<file path="src/rtl/fastica_pkg.sv">
// Shared definitions for the FastICA matrix datapath: matrix word format,
// default pass-counter width and the MUL2 sequencer state encoding.
package fastica_pkg;

  // Q13 matrix element format shared by MUL2 and its operand registers
  localparam int MAT_W      = 26;
  localparam int FRAC_W     = 13;

  // Default width of the squaring-pass counter
  localparam int ITER_W_DEF = 4;

  typedef enum logic [2:0] {
    ST_IDLE,
    ST_LOAD,
    ST_ISSUE,
    ST_FEED,
    ST_COPY,
    ST_DONE
  } seq_state_e;

endpackage

</file>
<file path="src/rtl/mul2_seq_ctrl.sv">
// MUL2 squaring sequencer: loads external operands, then runs num_pass
// back-to-back squaring passes through MUL2 with result feedback, giving
// M^(2^N). Drives control strobes only; all outputs are registered.
module mul2_seq_ctrl
  import fastica_pkg::*;
#(
  parameter int ITER_W  = ITER_W_DEF,
  parameter int MUL_LAT = 1
) (
  input  logic              clk_mul,
  input  logic              rst_mul,
  input  logic              start,
  input  logic              abort,
  input  logic [ITER_W-1:0] num_pass,
  output logic              ready,
  output logic              busy,
  output logic              ld_op,
  output logic              sel_fb,
  output logic              en_mul,
  output logic              res_valid,
  output logic [ITER_W-1:0] pass_cnt,
  output logic              aborted
);

  localparam int LAT_W = (MUL_LAT > 1) ? $clog2(MUL_LAT) : 1;

  seq_state_e        state, state_nxt;
  logic [ITER_W-1:0] n_reg, n_nxt;
  logic [ITER_W-1:0] pass_nxt, pass_inc;
  logic [LAT_W-1:0]  lat_cnt, lat_nxt;
  logic              lat_last;
  logic              abort_nxt;

  assign pass_inc = pass_cnt + 1'b1;
  assign lat_last = (lat_cnt == LAT_W'(MUL_LAT - 1));

  // Next-state, counter and abort-acknowledge decision for the sequencer
  always_comb begin
    state_nxt = state;
    n_nxt     = n_reg;
    pass_nxt  = pass_cnt;
    lat_nxt   = lat_cnt;
    abort_nxt = 1'b0;
    if ((state != ST_IDLE) && abort) begin
      // Abort freezes pass_cnt and returns to IDLE from any busy state
      state_nxt = ST_IDLE;
      lat_nxt   = '0;
      abort_nxt = 1'b1;
    end else begin
      unique case (state)
        ST_IDLE: begin
          if (start && !abort) begin
            n_nxt     = num_pass;
            pass_nxt  = '0;
            state_nxt = ST_LOAD;
          end
        end
        ST_LOAD: state_nxt = (n_reg != '0) ? ST_ISSUE : ST_COPY;
        ST_ISSUE: begin
          if (lat_last) begin
            lat_nxt   = '0;
            pass_nxt  = pass_inc;
            state_nxt = (pass_inc == n_reg) ? ST_DONE : ST_FEED;
          end else begin
            lat_nxt = lat_cnt + 1'b1;
          end
        end
        ST_FEED: state_nxt = ST_ISSUE;
        ST_COPY: begin
          // MUL2 with en_mul low passes operands through in MUL_LAT cycles
          if (lat_last) begin
            lat_nxt   = '0;
            state_nxt = ST_DONE;
          end else begin
            lat_nxt = lat_cnt + 1'b1;
          end
        end
        ST_DONE: state_nxt = ST_IDLE;
        default: state_nxt = ST_IDLE;
      endcase
    end
  end

  // State/counter registers; Moore outputs registered from the next state
  always_ff @(posedge clk_mul) begin
    if (rst_mul) begin
      state     <= ST_IDLE;
      n_reg     <= '0;
      pass_cnt  <= '0;
      lat_cnt   <= '0;
      ready     <= 1'b1;
      busy      <= 1'b0;
      ld_op     <= 1'b0;
      sel_fb    <= 1'b0;
      en_mul    <= 1'b0;
      res_valid <= 1'b0;
      aborted   <= 1'b0;
    end else begin
      state     <= state_nxt;
      n_reg     <= n_nxt;
      pass_cnt  <= pass_nxt;
      lat_cnt   <= lat_nxt;
      ready     <= (state_nxt == ST_IDLE);
      busy      <= (state_nxt != ST_IDLE);
      ld_op     <= (state_nxt == ST_LOAD) || (state_nxt == ST_FEED);
      sel_fb    <= (state_nxt == ST_FEED);
      en_mul    <= (state_nxt == ST_ISSUE);
      res_valid <= (state_nxt == ST_DONE);
      aborted   <= abort_nxt;
    end
  end

endmodule

</file>
<file path="config.mk">
export PLATFORM = sky130hd
export DESIGN_NAME = mul2_seq_ctrl
export DESIGN_NICKNAME = d
export VERILOG_FILES = /design/src/rtl/fastica_pkg.sv /design/src/rtl/mul2_seq_ctrl.sv
export SDC_FILE = /design/constraint.sdc
export NUM_CORES = 1
export LEC_CHECK = 0
export ABC_AREA = 1
export BUFFER_PORTS_ARGS = -buffer_cell sky130_fd_sc_hd__buf_2
export CAP_MARGIN = 25
export CORE_MARGIN = 3
export CORE_UTILIZATION = 50
export DETAILED_ROUTE_END_ITERATION = 8
export PLACE_DENSITY = 0.74
export SYNTH_ARGS = -nofsm -noshare
export SYNTH_HDL_FRONTEND = slang
export SYNTH_SLANG_ARGS = --single-unit
</file>
<file path="constraint.sdc">
create_clock -name clk_mul -period 1.8 [get_ports clk_mul]
set_input_delay 0.09 -clock clk_mul [delete_from_list [all_inputs] [get_ports clk_mul]]
set_output_delay 0.09 -clock clk_mul [all_outputs]
set_load 0.02 [all_outputs]
</file>
==> metrics.md <==
| Metric | Value |
|---|---|
| Status | `finished clean` |
| # setup viols final | `0` |
| Finished Layout Cells | `154` |
| Yosys warns | `0` |
| Max Cap Viol | `0` |
| Cell taking the most area after synthesis | `dfxtp_1` |
| NetSw | `0.3345 mW` |
| WS Path Type | `reg -> reg` |
| Pwr Density | `around 960 nW/um^2` |
| Final hold viol count | `0` |
| Vias/cell | `5.247` |
| Die X | `between 40 and 50 um` |
| Post-Syn Instances | `118` |
| Top FF cell, synth | `dfxtp_1` |
| Slew Viols, Final | `0` |
| Critical path's top delay family | `simple AND/OR/NAND/NOR gates` |
| Peak VDD IR | `roughly 0.53 mV` |
| Synth-to-layout area growth | `14.91%` |
| Total number of vias | `808` |
| Crit Path Max Fanout | `7` |
| Residual DRC | `0` |
| Fin nets | `between 100 and 150` |
| Post-synthesis sequential area ratio | `0.4168` |
| Clock Latency Late Sink | `290 ps` |
| Clock Skews | `0.9064 ps` |
| CTS H-Tree Depth | `1` |
| Synth area leaders | `dfxtp_1 42%, nand2_1 10%, nand3_1 7.5%, inv_1 6.9%, nor3_2 4.6%` |
| Layout cells sized above 1 | `0.2681` |
| Slowest-stage cell, CP | `dfxtp_1` |
| Type of origin of the critical path | `flip-flop` |
| Clock slew seen by the registers of the worst setup and hold paths | `approximately 90 ps` |
| Post-Place Setup Slack | `198.4 ps` |
| TritonCTS Buffers | `3` |
| Initial antenna violation count | `0` |
| Die Ht | `47.59 um` |
| Starting Density | `0.5546` |
| Grt total ovfl | `0` |
| Syn_area_per_cell | `7.327 um^2` |
| Largest net degree at the start of global routing | `12` |
| Worst path arrival time | `1810 ps` |
| Cells along the critical path | `ha_1 -> xnor2_1 -> nand2_1 -> nor2_1 -> nand3_1 -> nand2_1 -> nand2_1 -> nand3_1 -> nand2_1` |
| Worst path bufs/invs | `0` |
| FMAX | `612.7 MHz` |
| P_leak | `just under 0.5 nW` |
| Post-Syn Area | `864.6 um^2` |
| EDFF count, synth | `0` |
| Post-synthesis cell type count | `20` |
| CP endpoint kind | `flip-flop` |
| Data required, critical path | `slightly below 2000 ps` |
| Global Route Usage Sum | `0.1853` |
| First-pass DRT Iterations | `4` |
| # diodes | `0` |
| Tmin final | `1632 ps` |
| Post-synth net total | `127` |
| WL per Instance | `11.18 um` |
| Dpl hpwl | `1377 um` |
| RSZ-0062 raised after global routing | `false` |
| Clock power share | `0.201` |
| Post-CTS Setup Inserts | `0` |
| Worst rel slew slack | `0.7644` |
| Routed WL | `1722 um` |
| Slowest stage delay, CP | `460 ps` |
| Combinational power share | `0.296` |
| RePlAce Congestion | `0.8675` |
| Top-Level Pins | `19` |
| DRT iter0 DRCs | `16` |
| Tcrit/Tclk final | `0.9068` |
| Hold-fix buffers at CTS | `0` |
| CTS resizes | `0` |
| Sum of negative setup slack | `0 ps` |
| Switch share | `0.3518` |
| CTS Sinks | `18` |
| Die area | `2264 um^2` |
| Internal | `approximately 0.62 mW` |
| Root Buffer Master | `clkbuf_4` |
| Core area | `1559 um^2` |
| Post-synth ARST share | `0` |
| First-pass GRT wire length | `2884 um` |
| Placed insts | `151` |
| Layout Utilization | `0.6372` |
| Clk buf depth | `2` |
| Hold WC Path Type | `in -> reg` |
| Top-area cell type share of the netlist area | `0.4168` |
| CTS tree | `done` |
| Number of global-route vias before repair | `711` |
| Flop pwr share | `0.503` |
| Worst-Margin Slew | `353.0 ps` |
| I/O Buffers | `18` |
| FF+latch count, synth | `18` |
| Row count | `14` |
| Crit path top cell by count | `nand2_1` |
| Setup WS post-layout | `~170 ps` |
| Antenna-violating nets left | `0` |
## cell families (layout without fill, tap and decap cells)
family,after synthesis,in the layout,share of synthesized area
adder cells (fa/ha/maj),1,1,0.01447
flip-flops,18,18,0.4168
XOR/XNOR,1,1,0.01013
AND/OR/NAND/NOR,64,64,0.3864
buffers and inverters,19,39,0.08249
AO/OA/AOI/OAI,15,15,0.08972
## layout make-up
type	instances	area, um^2
inverters	18	67.56
clock buffers	3	22.52
flip-flops and latches	18	360.3
multi-input cells	81	432.9
fillers	147	565.5
repair buffers	18	90.09
well taps	16	20.02
## cells in the final DEF (no fill, tap or decap)
| cell | n |
|---|---|
| nand2_1 | 24 |
| dfxtp_1 | 18 |
| buf_2 | 18 |
| inv_1 | 16 |
| nand3_1 | 13 |
| nor2_1 | 10 |
| o21ai_0 | 7 |
| a21oi_1 | 7 |
| nand2_2 | 5 |
| nor3_2 | 4 |
| clkbuf_4 | 3 |
| nor2_2 | 2 |
| inv_2 | 2 |
| nand4_1 | 2 |
| nor3_4 | 1 |
| a211oi_1 | 1 |
| xnor2_1 | 1 |
| or2_1 | 1 |
| nor2_4 | 1 |
| nand2_4 | 1 |
| ha_1 | 1 |
## routing by layer
layer	wire length [um]	vias to the layer above	GRT usage	part of all wire
li1	-	420	-	-
met1	795	355	0.2318	0.46
met2	794	29	0.2861	0.46
met3	104	4	0.06767	0.060
met4	27	0	0.08065	0.016
met5	0	-	0	0
## synthesized netlist by cell type (2+ instances only)
cell type	count
nand2_2	5
nor2_2	2
o21ai_0	7
nand4_1	2
inv_2	2
nand2_1	24
nor2_1	10
dfxtp_1	18
inv_1	16
nand3_1	13
nor3_2	4
a21oi_1	7
## worst reg2reg max path, cell delays in order (launching register included)
cell and delay (ps):
dfxtp_1 460, ha_1 290, xnor2_1 140, nand2_1 70, nor2_1 130, nand3_1 90
nand2_1 110, nand2_1 90, nand3_1 100, nand2_1 50
## power by group through the flow
stage / sequential [mW] / clock, mW / combinational [mW]
2_1_floorplan: 0.518 / 0 / 0.177
3_3_place_gp: 0.484 / 0 / 0.275
3_5_place_dp: 0.488 / 0 / 0.281
4_1_cts: 0.478 / 0.197 / 0.282
5_1_grt: 0.484 / 0.215 / 0.321
6_report: 0.478 / 0.191 / 0.281
## worst paths after layout
check	startpoint	endpoint	slack, ps	cells after the start
worst max-delay path	pass_cnt[0]	ready	170	9
worst min-delay path	num_pass[1]	n_reg[1]	20	3
worst max register to register	pass_cnt[0]	ready	170	9
worst min register to register	n_reg[0]	n_reg[0]	520	2
## through the flow
step / power (mW) / hold WS (ps) / area [um^2]
after floorplan: 0.6945 / 159.7 / 864.6
after global placement: 0.7591 / 313.3 / 970.9
after detailed placement: 0.7686 / 318.0 / 970.9
after CTS: 0.9572 / 15.09 / 993.5
after global routing: 1.020 / 21.69 / 993.5
final: 0.9508 / 19.18 / 993.5
Power figures use the tool's default switching activity.
